File: src/rtl/ram_refresh_sched.sv
// rtl/ram_refresh_sched.sv - DRAM refresh obligation scheduler with saturating backlog
//
// Ports:
//   CLK        system clock, all state updates on rising edge
//   Reset      synchronous active-high reset
//   En         refresh timer enable (low freezes new ticks only)
//   RefAck     DRAM controller refresh-in-progress level
//   RefReq     backlog nonzero, refresh may be done opportunistically
//   RefUrgent  backlog or age demands a refresh at next opportunity
//   PendCnt    current backlog of owed refreshes
//   Overflow   sticky, a tick arrived while backlog was saturated
module ram_refresh_sched #(
    parameter int REF_PERIOD    = 375,
    parameter int PEND_MAX      = 7,
    parameter int URGENT_THRESH = 2,
    parameter int URGENT_AGE    = 240
) (
    input  logic       CLK,
    input  logic       Reset,
    input  logic       En,
    input  logic       RefAck,
    output logic       RefReq,
    output logic       RefUrgent,
    output logic [2:0] PendCnt,
    output logic       Overflow
);

    localparam logic [11:0] PERIOD_LAST = 12'(REF_PERIOD - 1);
    localparam logic [2:0]  PEND_SAT    = 3'(PEND_MAX);
    localparam logic [2:0]  THRESH      = 3'(URGENT_THRESH);
    localparam logic [9:0]  AGE_LIMIT   = 10'(URGENT_AGE);

    logic [11:0] timerCnt;
    logic [9:0]  ageCnt;
    logic        ackQ;

    logic        tick;
    logic        ackEdge;
    logic [11:0] timerNext;
    logic [2:0]  pendNext;
    logic [9:0]  ageNext;
    logic        ovfNext;

    always_comb begin
        tick      = En && (timerCnt == PERIOD_LAST);
        // A refresh cycle is retired once, on the rising edge of the ack level.
        ackEdge   = RefAck && !ackQ;

        timerNext = timerCnt;
        if (En) begin
            timerNext = (timerCnt == PERIOD_LAST) ? 12'd0 : timerCnt + 12'd1;
        end

        pendNext = PendCnt;
        ovfNext  = Overflow;
        if (tick && ackEdge) begin
            pendNext = PendCnt;
        end else if (tick) begin
            if (PendCnt == PEND_SAT) begin
                ovfNext = 1'b1;
            end else begin
                pendNext = PendCnt + 3'd1;
            end
        end else if (ackEdge) begin
            // A spurious ack with nothing owed is silently ignored.
            if (PendCnt != 3'd0) begin
                pendNext = PendCnt - 3'd1;
            end
        end

        // Age follows the backlog as it stood before this edge, so it starts
        // counting on the cycle after RefReq rises.
        ageNext = ageCnt;
        if (ackEdge || (PendCnt == 3'd0)) begin
            ageNext = 10'd0;
        end else if (ageCnt != 10'h3FF) begin
            ageNext = ageCnt + 10'd1;
        end
    end

    always_ff @(posedge CLK) begin
        if (Reset) begin
            timerCnt  <= 12'd0;
            ageCnt    <= 10'd0;
            ackQ      <= 1'b0;
            PendCnt   <= 3'd0;
            RefReq    <= 1'b0;
            RefUrgent <= 1'b0;
            Overflow  <= 1'b0;
        end else begin
            timerCnt  <= timerNext;
            ageCnt    <= ageNext;
            ackQ      <= RefAck;
            PendCnt   <= pendNext;
            Overflow  <= ovfNext;
            RefReq    <= (pendNext != 3'd0);
            RefUrgent <= (pendNext >= THRESH) || (ageNext >= AGE_LIMIT);
        end
    end

endmodule

File: config.mk
export PLATFORM = sky130hd
export DESIGN_NAME = ram_refresh_sched
export DESIGN_NICKNAME = d
export VERILOG_FILES = /design/src/rtl/ram_refresh_sched.sv
export SDC_FILE = /design/constraint.sdc
export NUM_CORES = 1
export LEC_CHECK = 0
export CORE_ASPECT_RATIO = 0.6
export CORE_UTILIZATION = 40
export CTS_BUF_LIST = sky130_fd_sc_hd__clkbuf_8
export DETAILED_ROUTE_END_ITERATION = 10
export GPL_ROUTABILITY_DRIVEN = 1
export GPL_TIMING_DRIVEN = 0
export HOLD_SLACK_MARGIN = 0.08
export PLACE_DENSITY = 0.58
export SLEW_MARGIN = 20
export SYNTH_ARGS = -nofsm -noshare
export SYNTH_HDL_FRONTEND = slang
export SYNTH_SLANG_ARGS = --single-unit
File: constraint.sdc
create_clock -name CLK -period 2.7 [get_ports CLK]
set_clock_uncertainty 0.05 [all_clocks]
set_input_delay 0.54 -clock CLK [delete_from_list [all_inputs] [get_ports CLK]]
set_output_delay 0.54 -clock CLK [all_outputs]
set_load 0.1 [all_outputs]
Yosys cells after proc, flatten, opt, wreduce, memory -nomap -nowiden:

Cells that the tools add are included.

* bits of input ports: 4
* flip-flop bits (word level): 29

* reduce and logical (&&, ||, !) cells: 10
* bitwise logic cells: 1
* add/subtract/negate cells: 4
* muxes and demuxes: 8
* eq/ne operators: 3
* $lt $le $gt $ge: 2

Operators by type and width (number)
* $mux W10: 2
* $mux W3: 5
* $add A12 B1 Y12 const B: 1
* $eq A12 B9 Y1 const B: 1
* $mux W12: 1
* $add A10 B1 Y10 const B: 1
* $ge A10 B8 Y1 const B: 1
* $ne A10 B10 Y1 const B: 1
* $reduce_bool A3 Y1: 2
* $add A3 B1 Y3 const B: 1
* $eq A3 B3 Y1 const B: 1
* $ge A3 B2 Y1 const B: 1
* $logic_and A1 B1 Y1: 3
* $logic_not A3 Y1: 1
* $reduce_and A3 Y1: 1
* $sub A3 B1 Y3 const B: 1
* $logic_or A1 B1 Y1: 2
* $logic_not A1 Y1: 1
* $not A1 Y1: 1

Depth between registers and ports, before layout:

Gate-level depths: netlist of the first run.

* word-level depth: 7
* depth in mapped cells: 8
* gate-level depth less buffers: 8

Least setup slack after synthesis of the first run:

No wires, ideal clock.

* path kind: register to register
* start point: register PendCnt[1]
* end point: register RefUrgent
* arrival time: 2.430 ns
* path buffers: 0
* slack: 0.086 ns
* cell stages (with the launch flop): 8
* setup time: 0.134 ns
* data required time: 2.516 ns
* cells stage by stage: dfxtp_1 > inv_1 > ha_1 > ha_1 > o21ai_0 > a2111o_1 > o31ai_1 > or4b_1

* word-level cells in the longest chain between the ends: 7
* elaborated cells between the ends (all ways): 15
* those cells by class: add/sub (2); order compare (2); eq/ne (1); mux (6); reduce/logical (4)

RTL lines
* start: declaration: RTL line 24 `output logic [2:0] PendCnt,`
* start signal: assignment: RTL line 94 `PendCnt <= pendNext;`
* $sub A3 B1 Y3 / $reduce_bool A3 Y1 (equally long branches): RTL line 67, 66
* $mux W3: RTL line 66 `if (PendCnt != 3'd0) begin`
* $mux W3: RTL line 64 `end else if (ackEdge) begin`
* $mux W3: RTL line 58 `end else if (tick) begin`
* $mux W3: RTL line 56 `if (tick && ackEdge) begin`
* $ge A3 B2 Y1: RTL line 97 `RefUrgent <= (pendNext >= THRESH) || (ageNext >= AGE_LIMIT);`
* $logic_or A1 B1 Y1 *: RTL line 97
* end signal: assignment: RTL line 97
* end: declaration: RTL line 23 `output logic RefUrgent,`

Every way passes the cells marked *; elsewhere a longest branch is shown, timed or not.
A chain may end at the register's enable or synchronous reset.

Final worst setup path of the first run:

* start point: register PendCnt[1]
* end point: output PendCnt[1]

No word-level cell between the ends.

==> qor.csv, run 1 <==
metric;value;unit
clock tree from TritonCTS;yes;
WL final;2.69;mm
post-synthesis net count;177;
width of the chip;79.2;um
worst skew pair latency;0.28;ns
Req. time, crit path;2.11;ns
worst-path cell chain;clkdlybuf4s50_1;
# rows;16;
Cell Count Post-Placement;219;
global-route wire length before repair;4.80;mm
TritonCTS Buffers;5;
cell accounting for the most synthesized area;dfxtp_1;
PwrDens;491;nW/um2
number of vias per cell;5.13;
H-tree Lvls;2;
CP bufs+invs;1;
Remaining DRCs;0;
Synth area leaders;dfxtp_1 41%, nor2_1 6.6%, ha_1 6.1%;
status;finished clean;
Tightest Hold Check Type;flip-flop to flip-flop;
number of cells on the critical path;1;
dpl ws;0.0381;ns
Gate Count Post-Synth;166;
hold buffer count at cts;0;
MaxCap Viol Count;0;
Worst R2R End;RefUrgent$_SDFF_PP0_;
CP startpoint kind;flip-flop;
CP endpoint kind;output pin;
routability cong.;0.774;
post-synthesis cell type count;37;
initial antenna violation count;0;
overall power;0.812;mW
top cell family by delay on the critical path;buffers and inverters;
Net Sw Power;0.171;mW
M1 GR Usage;23.0;%
largest net degree at the start of global routing;11;
Hold Vio Cnt, Final;0;
vias in the first global route;1056;
# diodes;0;
Max Slew Vio Count;0;
yosys warns;0;
vias post-DR;1160;
# port buffers;8;
# IOs;10;
post-synthesis register bit count;29;
Slew headroom;35.1;%
Worst Setup Path Type;flip-flop to output pin;
layout cells sized above 1;6.63;%
GRT overflow;0;
crit path max fanout;6;
cell leakage power;0.632;nW
Mapped Area;1430;um2
max incr delay on CP;1.17;ns
CTS Buffer Depth;2;
Post-CTS Setup Bufs;0;
most frequent cells in the layout;29 x dfxtp_1, 25 x nor2_1, 15 x nand2_1;
gr busiest metal;met1;
die area;3830;um2
final setup margin;0.240;ns
Critical Path End;PendCnt[1];
Routed Antenna Nets;0;
Seq pwr share;53.8;%
minimum clock period;2.46;ns
Least-Margin Pin Slew;0.971;ns
initial core utilization;42.8;%
Comb pwr share;3.2;%
Setup Total Neg Slack;0;ns
Crit. Startpoint;PendCnt[1]$_SDFF_PP0_;
iteration-0 DRC count of the detailed router;50;
met3 usage;6.60;%
GRT Total Usage;16.5;%
commonest non-fill, non-tap cell in the layout;dfxtp_1;
unrepaired setup endpoints after global routing;false;
Max VDD drop;0.278;mV
quantity of gates resized following cts;0;
top-area cell type share of the netlist area;40.6;%
nets;192;
clock sinks;29;
fill cell total of the finished layout;314;
share of the yosys chip area belonging to registers;40.6;%
Die Y;48.3;um
core area;3340;um2
Clock Pin Slew Worst Setup and Hold Paths;0.06;ns
WP data arrival;1.87;ns
Post-DP HPWL;2.00;mm
Post-Layout Cell Count;226;
FF-to-FF Start;timerCnt[1]$_SDFFE_PP0P_;
Switching Fraction;21.0;%
r2r worst-path depth;6;
max frequency;407;MHz
Mean Syn Cell Area;8.62;um2
routed len/inst;11.9;um
met2 global-route usage;21.8;%
final setup fails;0;
P_int;0.641;mW
first-pass iteration count of the detailed router;4;
Syn-to-layout area delta;15.6;%
period utilization;91.1;%
Root Driver;clkbuf_8;
Clock power frac;43.1;%
Slowest cell on crit path;clkdlybuf4s50_1;
R2R Setup Slk;0.52;ns
## cell usage after synthesis (all sizes together)
library cell   n
and3           6
nor3           6
nor4b          1
a2111o         1
and2           2
a311oi         1
a211oi         2
dfxtp         29
a21o           1
inv            8
o21a           1
a211o          1
buf            1
a41oi          1
nand2b         2
nor2b          2
o31ai          1
xnor2          6
a21oi          6
mux2           1
and4           1
nand3          5
nand2         15
nor2          25
o21ai          6
nand4          4
ha             7
nor4bb         1
a31oi          5
or4b           1
o311a          1
mux2i          2
or3            2
xor2           9
clkbuf         3
## registers in the layout, summed over array words and instances, names as in the netlist
signal	count
Overflow	1
PendCnt	3
RefReq	1
RefUrgent	1
ackQ	1
ageCnt	10
timerCnt	12
## metal layers
| layer | part of all wire, % | routed length [um] |
|---|---|---|
| met1 | 54 | 1460 |
| met2 | 38 | 1010 |
| met3 | 5.5 | 147 |
| met4 | 2.5 | 68 |
| met5 | 0 | 0 |
## power by group through the flow
stage	Clock, mW	Combinational (mW)	Sequential (mW)
after floorplan	0	0.0167	0.445
after CTS	0.358	0.0258	0.436
after global routing	0.380	0.0297	0.437
after global placement	0	0.0253	0.446
final	0.350	0.0256	0.437
after detailed placement	0	0.0252	0.446
## area by class of cell
cell class | instances | area (um2) | area share (%)
sequential | 29 | 581 | 35.1
buffer | 4 | 22.5 | 1.36
tap | 45 | 56.3 | 3.40
timing repair buffer | 8 | 80.1 | 4.84
clock inverter | 1 | 3.75 | 0.227
inverter | 8 | 30.0 | 1.82
clock buffer | 6 | 82.6 | 4.99
multi-input combinational | 125 | 798 | 48.3
## kinds of logic (layout without fill, tap and decap cells)
| family | Yosys count | count (layout) | synth area share [%] |
|---|---|---|---|
| mux | 3 | 3 | 2.19 |
| flops | 29 | 29 | 40.6 |
| fa+ha+maj | 7 | 7 | 6.12 |
| buf+inv | 12 | 27 | 3.67 |
| compound gates | 27 | 27 | 12.3 |
| xor+xnor | 15 | 15 | 9.18 |
| simple gates | 73 | 73 | 26.0 |
## how the worst min path moves through the flow
stage | startpoint | slack (ns) | end | depth (start not counted)
after floorplan | ageCnt[6]$_SDFF_PP0_ | 0.41 | ageCnt[6]$_SDFF_PP0_ | 1
after CTS | Overflow$_SDFFE_PP0P_ | 0.43 | Overflow$_SDFFE_PP0P_ | 2
after global routing | Overflow$_SDFFE_PP0P_ | 0.48 | Overflow$_SDFFE_PP0P_ | 2
final | Overflow$_SDFFE_PP0P_ | 0.43 | Overflow$_SDFFE_PP0P_ | 2
after detailed placement | Overflow$_SDFFE_PP0P_ | 0.42 | Overflow$_SDFFE_PP0P_ | 2
after global placement | Overflow$_SDFFE_PP0P_ | 0.40 | Overflow$_SDFFE_PP0P_ | 2
## through the flow
stage	hold slack [ns]	instance area (um2)	utilization, %
after floorplan	0.415	1430	-
after global placement	0.405	1570	46.9
after detailed placement	0.420	1570	46.9
after CTS	0.434	1650	49.5
after global routing	0.476	1650	49.5
final	0.429	1650	49.5
Note: power is estimated with default switching activity, not from simulation.
==> run 2: changes to the inputs <==
--- a/config.mk
+++ b/config.mk
@@ -6,13 +6,13 @@
 export NUM_CORES = 1
 export LEC_CHECK = 0
 export CORE_ASPECT_RATIO = 0.6
-export CORE_UTILIZATION = 40
+export CORE_UTILIZATION = 46
 export CTS_BUF_LIST = sky130_fd_sc_hd__clkbuf_8
 export DETAILED_ROUTE_END_ITERATION = 10
 export GPL_ROUTABILITY_DRIVEN = 1
 export GPL_TIMING_DRIVEN = 0
 export HOLD_SLACK_MARGIN = 0.08
-export PLACE_DENSITY = 0.58
+export PLACE_DENSITY = 0.65
 export SLEW_MARGIN = 20
 export SYNTH_ARGS = -nofsm -noshare
 export SYNTH_HDL_FRONTEND = slang
==> qor.csv, run 2 (same netlist as run 1, synthesis figures left out) <==
metric;value;unit
status;finished clean;
clock sinks;29;
cell leakage power;0.638;nW
crit path max fanout;6;
initial core utilization;49.2;%
TritonCTS Buffers;5;
final setup margin;0.213;ns
Least-Margin Pin Slew;0.978;ns
Post-DP HPWL;2.14;mm
H-tree Lvls;2;
width of the chip;74.0;um
dpl ws;0.00257;ns
Crit. Startpoint;PendCnt[1]$_SDFF_PP0_;
Biggest register;timerCnt;
minimum clock period;2.49;ns
Area after DPL;1560;um2
fin area;1670;um2
max reg flops;12;
most frequent cells in the layout;29 x dfxtp_1, 25 x nor2_1, 15 x nand2_1;
Max VDD drop;0.286;mV
commonest non-fill, non-tap cell in the layout;dfxtp_1;
Hold Vio Cnt, Final;0;
Largest regs;timerCnt: 12 flops, ageCnt: 10 flops, PendCnt: 3 flops;
unrepaired setup endpoints after global routing;false;
CP endpoint kind;output pin;
max frequency;402;MHz
die area;3350;um2
CP startpoint kind;flip-flop;
Post-CTS Setup Bufs;0;
Syn-to-layout area delta;16.3;%
initial antenna violation count;0;
worst-path cell chain;clkdlybuf4s50_1;
fill cell total of the finished layout;276;
PwrDens;515;nW/um2
layout cells sized above 1;7.69;%
vias in the first global route;991;
GRT overflow;0;
Slowest cell on crit path;clkdlybuf4s50_1;
clock tree from TritonCTS;yes;
global-route wire length before repair;4.52;mm
Root Driver;clkbuf_8;
hold buffer count at cts;0;
# diodes;0;
routability cong.;0.848;
Routed Antenna Nets;0;
final hold slack;0.415;ns
Tightest Hold Check Type;flip-flop to flip-flop;
first-pass iteration count of the detailed router;4;
Remaining DRCs;0;
vias post-DR;1140;
# port buffers;8;
largest net degree at the start of global routing;11;
worst skew pair latency;0.28;ns
Req. time, crit path;2.11;ns
core area;2910;um2
nets;192;
Worst Setup Path Type;flip-flop to output pin;
number of vias per cell;5.09;
Slew headroom;34.6;%
hold path startpoint;Overflow$_SDFFE_PP0P_;
Max Slew Vio Count;0;
Reg area;581;um2
Clock Pin Slew Worst Setup and Hold Paths;0.06;ns
Setup Total Neg Slack;0;ns
# rows;15;
CP bufs+invs;1;
GRT Total Usage;19.4;%
iteration-0 DRC count of the detailed router;37;
final setup fails;0;
routed len/inst;12.8;um
period utilization;92.1;%
top cell family by delay on the critical path;buffers and inverters;
WL final;2.86;mm
fin util;57.2;%
MaxCap Viol Count;0;
quantity of gates resized following cts;0;
max incr delay on CP;1.17;ns
WP data arrival;1.90;ns
CTS Buffer Depth;2;
# IOs;10;
area of the multi-input gates;798;um2
FF-to-FF Start;timerCnt[8]$_SDFFE_PP0P_;
Die Y;45.2;um
## run 2: cell count changes in the layout (fill, tap and decap cells not counted)
cell / previous run / this run
clkbuf_8: 6 / 7
clkinv_2: 0 / 1
inv_1: 9 / 8
## run 2: cell type report
| class | count | share of cell area, % |
|---|---|---|
| Buffer | 4 | 1.35 |
| Clock buffer | 7 | 5.79 |
| Clock inverter | 1 | 0.301 |
| Inverter | 8 | 1.80 |
| Multi-Input combinational cell | 125 | 47.9 |
| Sequential cell | 29 | 34.9 |
| Tap cell | 42 | 3.16 |
| Timing Repair Buffer | 8 | 4.81 |
## run 2: final timing paths
| path | to | slack (ns) | cells past startpoint |
|---|---|---|---|
| setup / recovery | PendCnt[1] | 0.21 | 1 |
| hold / removal | Overflow$_SDFFE_PP0P_ | 0.41 | 2 |
| setup reg to reg | RefUrgent$_SDFF_PP0_ | 0.48 | 5 |
| hold reg to reg | Overflow$_SDFFE_PP0P_ | 0.41 | 2 |
## run 2: power breakdown
part	internal, mW	leakage [nW]	switching (mW)
clock	0.230	0.0542	0.165
sequential	0.432	0.234	0.00427
combinational	0.0109	0.349	0.0154
## run 2: metal layers
metal  share of wire, %  wire [um]  track usage, %  up-vias
li1                   -          -               -      613
met1                 58       1650            28.4      503
met2                 35        995            23.5       19
met3                5.9        168            7.59        5
met4                1.8         51            10.4        0
met5                  0          0               0        -
## run 2: through the flow
step / power (mW) / instances
global route: 0.896 / 224
CTS: 0.868 / 224
global placement: 0.471 / 216
detailed placement: 0.472 / 216
floorplan: 0.462 / 166
finish: 0.858 / 224
==> run 3: changes to the inputs <==
--- a/config.mk
+++ b/config.mk
@@ -13,6 +13,7 @@
 export GPL_TIMING_DRIVEN = 0
 export HOLD_SLACK_MARGIN = 0.08
 export PLACE_DENSITY = 0.65
+export SKIP_CTS_REPAIR_TIMING = 1
 export SLEW_MARGIN = 20
 export SYNTH_ARGS = -nofsm -noshare
 export SYNTH_HDL_FRONTEND = slang
==> results of run 3 <==
Same layout as run 2: the final DEF is identical, and so are final timing and power.
